## src/rtl/pipeline_exec_ctrl.sv

```systemverilog
// ---------------------------------------------------------------------------
// pipeline_exec_ctrl
//
// Execution controller for the 5-stage MIPS pipeline. A small FSM sequences
// the pipeline through idle, continuous run, single-step, halted and clear
// modes under command from the debug unit. It also detects a HALT instruction
// reaching WB. Its freeze is merged with the hazard-detection stall and flush
// lines, so the PC and the pipeline registers see one coherent set of
// controls.
//
// Optional feature (compile-time macro PIPE_CYCLE_COUNT_EN):
//   defined   - a saturating executed-cycle counter drives o_cycle_count
//   undefined - no counter is built and o_cycle_count is tied to zero
//
// Parameters:
//   CNT_W             width of the executed-cycle counter
//
// Ports:
//   i_clk             system clock
//   i_reset           synchronous active-high reset
//   i_run_cmd         pulse: start continuous execution
//   i_step_cmd        pulse: execute exactly one clock
//   i_pause_cmd       pulse: stop continuous execution
//   i_restart_cmd     pulse: clear the pipeline and return to idle
//   i_halt_WB         HALT instruction is in WB this cycle
//   i_stall_pc_HD     PC stall from hazard detection
//   i_stall_if_id_HD  IF/ID stall from hazard detection
//   i_flush_id_ex_HD  ID/EX flush from hazard detection
//   o_pipe_enable     global write enable for PC, pipeline regs, register file
//   o_stall_pc        merged PC stall
//   o_stall_if_id     merged IF/ID stall
//   o_flush_id_ex     merged ID/EX flush
//   o_pipe_reset      one-cycle synchronous clear for PC and pipeline regs
//   o_state           current FSM state encoding
//   o_halted          high while halted
//   o_cycle_count     executed-cycle count
// ---------------------------------------------------------------------------
module pipeline_exec_ctrl #(
    parameter int CNT_W = 32
) (
    input  logic             i_clk,
    input  logic             i_reset,
    input  logic             i_run_cmd,
    input  logic             i_step_cmd,
    input  logic             i_pause_cmd,
    input  logic             i_restart_cmd,
    input  logic             i_halt_WB,
    input  logic             i_stall_pc_HD,
    input  logic             i_stall_if_id_HD,
    input  logic             i_flush_id_ex_HD,
    output logic             o_pipe_enable,
    output logic             o_stall_pc,
    output logic             o_stall_if_id,
    output logic             o_flush_id_ex,
    output logic             o_pipe_reset,
    output logic [2:0]       o_state,
    output logic             o_halted,
    output logic [CNT_W-1:0] o_cycle_count
);

    typedef enum logic [2:0] {
        ST_IDLE   = 3'd0,
        ST_RUN    = 3'd1,
        ST_STEP   = 3'd2,
        ST_HALTED = 3'd3,
        ST_CLEAR  = 3'd4
    } state_t;

    state_t state_reg;
    state_t state_next;

    // State register
    always_ff @(posedge i_clk) begin
        if (i_reset) begin
            state_reg <= ST_IDLE;
        end else begin
            state_reg <= state_next;
        end
    end

    // Next-state logic. Commands that do not apply in the current state are
    // simply dropped. i_halt_WB is only looked at in RUN/STEP: while frozen,
    // the WB register still holds the HALT and would re-trigger.
    always_comb begin
        state_next = state_reg;
        if (i_restart_cmd) begin
            state_next = ST_CLEAR;
        end else begin
            unique case (state_reg)
                ST_IDLE: begin
                    if (i_run_cmd) begin
                        state_next = ST_RUN;
                    end else if (i_step_cmd) begin
                        state_next = ST_STEP;
                    end
                end
                ST_RUN: begin
                    if (i_halt_WB) begin
                        state_next = ST_HALTED;
                    end else if (i_pause_cmd) begin
                        state_next = ST_IDLE;
                    end
                end
                ST_STEP: begin
                    if (i_halt_WB) begin
                        state_next = ST_HALTED;
                    end else begin
                        state_next = ST_IDLE;
                    end
                end
                ST_HALTED: state_next = ST_HALTED;
                ST_CLEAR:  state_next = ST_IDLE;
                default:   state_next = ST_IDLE;
            endcase
        end
    end

    // Outputs come from the registered state plus the HD lines. A flush is
    // suppressed while frozen, so a held bubble or instruction survives.
    assign o_pipe_enable = (state_reg == ST_RUN) || (state_reg == ST_STEP);
    assign o_stall_pc    = i_stall_pc_HD    || !o_pipe_enable;
    assign o_stall_if_id = i_stall_if_id_HD || !o_pipe_enable;
    assign o_flush_id_ex = i_flush_id_ex_HD &&  o_pipe_enable;
    assign o_pipe_reset  = (state_reg == ST_CLEAR);
    assign o_halted      = (state_reg == ST_HALTED);
    assign o_state       = state_reg;

`ifdef PIPE_CYCLE_COUNT_EN
    logic [CNT_W-1:0] count_reg;

    // Counts enabled edges and saturates at all-ones. It holds in HALTED
    // because the enable is low there.
    always_ff @(posedge i_clk) begin
        if (i_reset || (state_reg == ST_CLEAR)) begin
            count_reg <= '0;
        end else if (o_pipe_enable && (count_reg != {CNT_W{1'b1}})) begin
            count_reg <= count_reg + 1'b1;
        end
    end

    assign o_cycle_count = count_reg;
`else
    assign o_cycle_count = '0;
`endif

endmodule

```

## config.mk

```make
export PLATFORM = sky130hd
export DESIGN_NAME = pipeline_exec_ctrl
export DESIGN_NICKNAME = d
export VERILOG_FILES = /design/src/rtl/pipeline_exec_ctrl.sv
export SDC_FILE = /design/constraint.sdc
export NUM_CORES = 1
export LEC_CHECK = 0
export ABC_AREA = 1
export ABC_CLOCK_PERIOD_IN_PS = 800
export CAP_MARGIN = 10
export CELL_PAD_IN_SITES_DETAIL_PLACEMENT = 0
export CELL_PAD_IN_SITES_GLOBAL_PLACEMENT = 1
export CORE_UTILIZATION = 15
export DETAILED_ROUTE_END_ITERATION = 16
export HOLD_SLACK_MARGIN = 0.08
export PLACE_DENSITY_LB_ADDON = 0.15
export RECOVER_POWER = 25
export SLEW_MARGIN = 20
export SYNTH_ARGS = -nofsm -noshare
export SYNTH_HDL_FRONTEND = slang
export SYNTH_SLANG_ARGS = --single-unit
```

## constraint.sdc

```tcl
create_clock -name i_clk -period 0.8 [get_ports i_clk]
set_input_delay 0.08 -clock i_clk [delete_from_list [all_inputs] [get_ports i_clk]]
set_output_delay 0.08 -clock i_clk [all_outputs]
set_load 0.05 [all_outputs]
```

* After elaboration in Yosys (flattened, before gate mapping)
Index checks and enable logic that the tools add are counted.
W data, S select, Z words.
** Cells by class
- Add/subtract/negate cells :: 0
- $mul :: 0
- Divide/modulo/power cells :: 0
- Order comparisons :: 0
- Eq/ne operators :: 8
- Shift operators :: 0
- Muxes and demuxes :: 7
- Bitwise logic cells :: 0
- Reductions and logical operators :: 9
** Operators by type and width (count)
- $mux W3 :: 5
- $pmux W3 S4 :: 1
- $ne A4 B4 Y1 const B :: 2
- $eq A3 B2 Y1 const B :: 2
- $ne A3 B3 Y1 const B :: 2
- $reduce_and A2 Y1 :: 2
- $eq A3 B1 Y1 const B :: 1
- $eq A3 B3 Y1 const B :: 1
- $logic_not A3 Y1 :: 1
- $logic_or A1 B1 Y1 :: 3
- $mux W2 :: 1
- $reduce_or A2 Y1 :: 1
- $logic_and A1 B1 Y1 :: 1
- $logic_not A1 Y1 :: 1
** Word-level totals
- Register bits :: 3
- Latch bits :: 0
- Bits in writable memories :: 0
- Memory bits (read-only) :: 0
- Input port bits :: 10
- Output and inout bits :: 41
- Logic and storage cells :: 26
- Memories kept :: 0

* Depth between registers and ports, before layout
- Depth after elaboration :: 4
- Gate-level depth with buffers :: 7
- Gate-level depth less buffers :: 7

* Least setup slack after synthesis
OpenSTA, ideal clock, no wires.
- Path kind :: register -> output
- Start point :: register state_reg[0], in the netlist o_state[0]
- End point :: output o_flush_id_ex
- Arrival time :: 1.616 ns
- Data required time :: 0.720 ns
- Setup slack :: -0.896 ns
- Cell stages (with the launch flop) :: 5
- Path buffers :: 0
- Path through :: dfxtp_1 > inv_1 > nand2_2 > nand3_2 > nor2_1
** On the way
- Word-level cells in the longest chain between the ends :: 3
- Elaborated cells between the ends (all ways) :: 4
- Those cells by class :: eq/ne (2); reduce/logical (2)
** Ends and longest elaborated chain
- start: declaration :: line 69 : state_t state_reg;
- start signal: assignment :: line 77 : state_reg <= state_next;
- $eq A3 B1 Y1 or $eq A3 B2 Y1 (tied branches) :: line 120 : assign o_pipe_enable = (state_reg == ST_RUN) || (state_reg == ST_STEP);
- $logic_or A1 B1 Y1 * :: line 120
- $logic_and A1 B1 Y1 * :: line 123 : assign o_flush_id_ex = i_flush_id_ex_HD && o_pipe_enable;
- end: declaration :: line 54 : output logic o_flush_id_ex,
Every way passes the cells marked *; elsewhere a longest branch is shown, timed or not.

* Worst setup path after layout
- Start point :: register state_reg[1], in the netlist o_state[1]
- End point :: output o_stall_if_id
** On the way
- Word-level cells in the longest chain between the ends :: 4
- Elaborated cells between the ends (all ways) :: 5
- Those cells by class :: eq/ne (2); reduce/logical (3)
** Ends and longest elaborated chain
- $eq A3 B1 Y1 or $eq A3 B2 Y1 (tied branches) :: line 120
- $logic_or A1 B1 Y1 * :: line 120
- $logic_not A1 Y1 * :: line 122 : assign o_stall_if_id = i_stall_if_id_HD || !o_pipe_enable;
- $logic_or A1 B1 Y1 * :: line 122
- end: declaration :: line 53 : output logic o_stall_if_id,
Marks and branches as above.

==> impl_results.md <==
* First-pass GRT wire length at between 1 and 1.5 mm
* Initial core utilization at ~16%
* Initial antenna violation count at 0
* Fraction of final layout cells sized beyond drive strength 1 at a little under two fifths
* Critical path's largest stage delay at approximately 0.36 ns
* Die H at 58.1 um
* CTS Sinks at 3
* Max-slew violation total from the final report at 0
* Setup repair after global routing missed its margin: true
* Cts hold-fix bufs at 0
* Total power density per cell area at around 1400 mW/mm2
* Synth Instances at 74
* Adder and majority gate portion of the synthesized area at 0%
* Worst clock skew on the final layout at around 0.00011 ns
* Maximum clock frequency at ~0.8 GHz
* Count of boundary I/O pins at between 50 and 60
* Residual DRC at 0
* Power, Total at about 1.1 mW
* Sequential cell area fraction in the yosys report at between 10 and 15%
* Ant. Diodes at 0
* YS warnings at 0
* Total iterations of the first detailed-routing run at 2
* Path type of the worst setup path: register to output pin
* Total congestion overflow after global routing at 0
* Total count of hold-check failures in the final report at 0
* Placed Cells at between 100 and 150
* Dpl hpwl at 760 um
* Initial detailed-routing violation count at 5
* Hold/Removal Path Class: input port to register
* Num CTS Buffers at 3
* Non-Filler Instances at roughly 140
* Multiplexer fraction of the synthesized cell area at 0%
* Mean cell area of the mapped netlist at 6.37 um2
* Die width at ~58 um
* Leak pwr at a little over 0.4 nW
* Master of the slowest instance on the critical path: sky130_fd_sc_hd__dfxtp_4
* Area fraction in and, or, nand and nor cells after synthesis at 26.0%
* Post-layout nets at roughly 110
* Worst-case setup margin in the final layout at -0.440 ns
* P&R area growth vs syn at 73.2%
* Max reg flops at 3
* Setup slack, reg-to-reg at -0.21 ns
* Area of the core at 0.00288 mm2
* GR Util All Layers at between 5 and 6%
* Port Buffers at 18
* XOR/XNOR Fraction of Synth Area at 0%
* Number of placement rows at 19
* Post-synthesis instance area at around 470 um2
* Overall via count from detail_route at 421
* Failing checks: setup timing
* CTS tree: done
* Cells traversed along the worst timing path: inv_2 > nand2_4 > nand3_4 > or2_4 > buf_8
* Kind of capture point of the worst setup path: output pin
* Worst Setup Slack post-DPL at -0.301 ns
* Maximum ir drop on the vdd rail at about 0.00043 V
* CTS HTree Levels at 1
* Cell types occupying the most area after synthesis: sky130_fd_sc_hd__buf_4 51%, sky130_fd_sc_hd__dfxtp_1 13%, sky130_fd_sc_hd__inv_1 9.5%
* Worst hold margin at 0.387 ns
* Routability congestion estimate from global placement at about 0.68
* Startpoint types: register
* Max-capacitance violation count at 0
* Cell type with the largest total area after synthesis: sky130_fd_sc_hd__buf_4
* CTS clock-pin slew for the worst setup and hold paths at ~0.040 ns
* Post-DR wirelength/cell at 6.22 um
* Critical Path RT at 0.72 ns
* Status: finished with violations
* Combinational family with the most area after synthesis: buffers and inverters
* Synth top area share at between 50% and 60%
* Via/cell ratio at about 2.9
* Final worst path period share at 155%
* Crit path DAT at 1.16 ns
* FF+latch count, synth at 3
* Post-route antenna net violation count at 0
* Fill count at ~330
* Maximum number of pins on one net before global-route repair at 8
* Die area at about 0.0034 mm2
* Total of endpoints with negative setup slack in the final report at 11
* Cell chosen for the clock root: sky130_fd_sc_hd__clkbuf_4
* Shortest period the worst path allows at approximately 1.2 ns
* Total wirelength of the detailed-routed design at 895 um
* Maximum fanout along the worst path at 4
* Clock Latency Late Sink at 0.23 ns
* Synth unique cells at 11
* Clock tree buffer depth at 2
* Number of global-route vias before repair at around 330
* Share of the synthesized area in compound gates (AO/OA/AOI/OAI) at 0%
worst max-delay path: cells and delay by family (launching register included):
family                 cells  cell delay, ns
and+or+nand+nor            3            0.38
buffers and inverters      2            0.19
DFF                        1            0.36
stage by stage:
step / cell area, um2 / setup TNS, ns / util [%]
6_report: 817 / -3.21 / 28.4
5_1_grt: 817 / -3.79 / 28.4
4_1_cts: 806 / -3.46 / 28.0
3_5_place_dp: 729 / -1.65 / 25.4
3_3_place_gp: 729 / -1.69 / 25.4
2_1_floorplan: 642 / -1.83 / -
layer usage:
layer | up-vias | track usage (%) | share of wire [%]
met5 | - | 0 | 0
met4 | 0 | 4.08 | 0.89
met3 | 2 | 2.68 | 12
met2 | 32 | 9.03 | 54
met1 | 178 | 4.85 | 33
li1 | 209 | - | -
power by group:
part           total [mW]  switching (mW)  internal, mW
Sequential          0.165          0.0108         0.154
Clock               0.271          0.0841         0.187
Combinational       0.685           0.500         0.185
Total                1.12           0.595         0.526
synthesized netlist by cell type:
library cell,n
sky130_fd_sc_hd__conb_1,1
sky130_fd_sc_hd__nand2_1,4
sky130_fd_sc_hd__or2_2,1
sky130_fd_sc_hd__nand3_2,1
sky130_fd_sc_hd__inv_1,12
sky130_fd_sc_hd__nand3_1,7
sky130_fd_sc_hd__dfxtp_1,3
sky130_fd_sc_hd__nor2_1,10
sky130_fd_sc_hd__or2_1,2
sky130_fd_sc_hd__buf_4,32
sky130_fd_sc_hd__nand2_2,1
cell families (layout without fill, tap and decap cells):
family / Yosys count / count (layout)
other cells: 1 / 32
flops: 3 / 3
simple gates: 26 / 26
buf+inv: 44 / 41
cell usage in the layout, fill, tap and decap left out, drive strengths merged:
master / instances
clkdlybuf4s50: 8
conb: 32
inv: 10
nand3: 8
buf: 16
nand2: 5
or2: 3
clkbuf: 4
nor2: 10
dfxtp: 3
dlygate4sd3: 1
clkinvlp: 2
path summary, 6_finish.rpt:
kind	start	end	cells past startpoint
setup / recovery	o_state[1]	o_stall_if_id	5
hold / removal	i_reset	o_state[2]	2
setup reg to reg	o_state[1]	o_state[0]	7
hold reg to reg	o_state[2]	o_state[1]	5
cell type report:
| class | count | area (um2) | area share [%] |
|---|---|---|---|
| clock buffer | 4 | 26.3 | 3.22 |
| inverter | 12 | 60.1 | 7.35 |
| multi-input combinational | 58 | 290 | 35.5 |
| sequential | 3 | 71.3 | 8.73 |
| tap | 42 | 52.6 | 6.43 |
| timing repair buffer | 25 | 317 | 38.7 |
what timing repair did:
| item | in CTS | in global routing |
|---|---|---|
| cloned | 0 | 0 |
| pin swaps | 5 | 0 |
| setup endpoints to repair | 11 | 11 |
| resized for setup | 8 | 4 |
| buffers inserted | 3 | 0 |
Note: power is estimated with default switching activity, not from simulation.
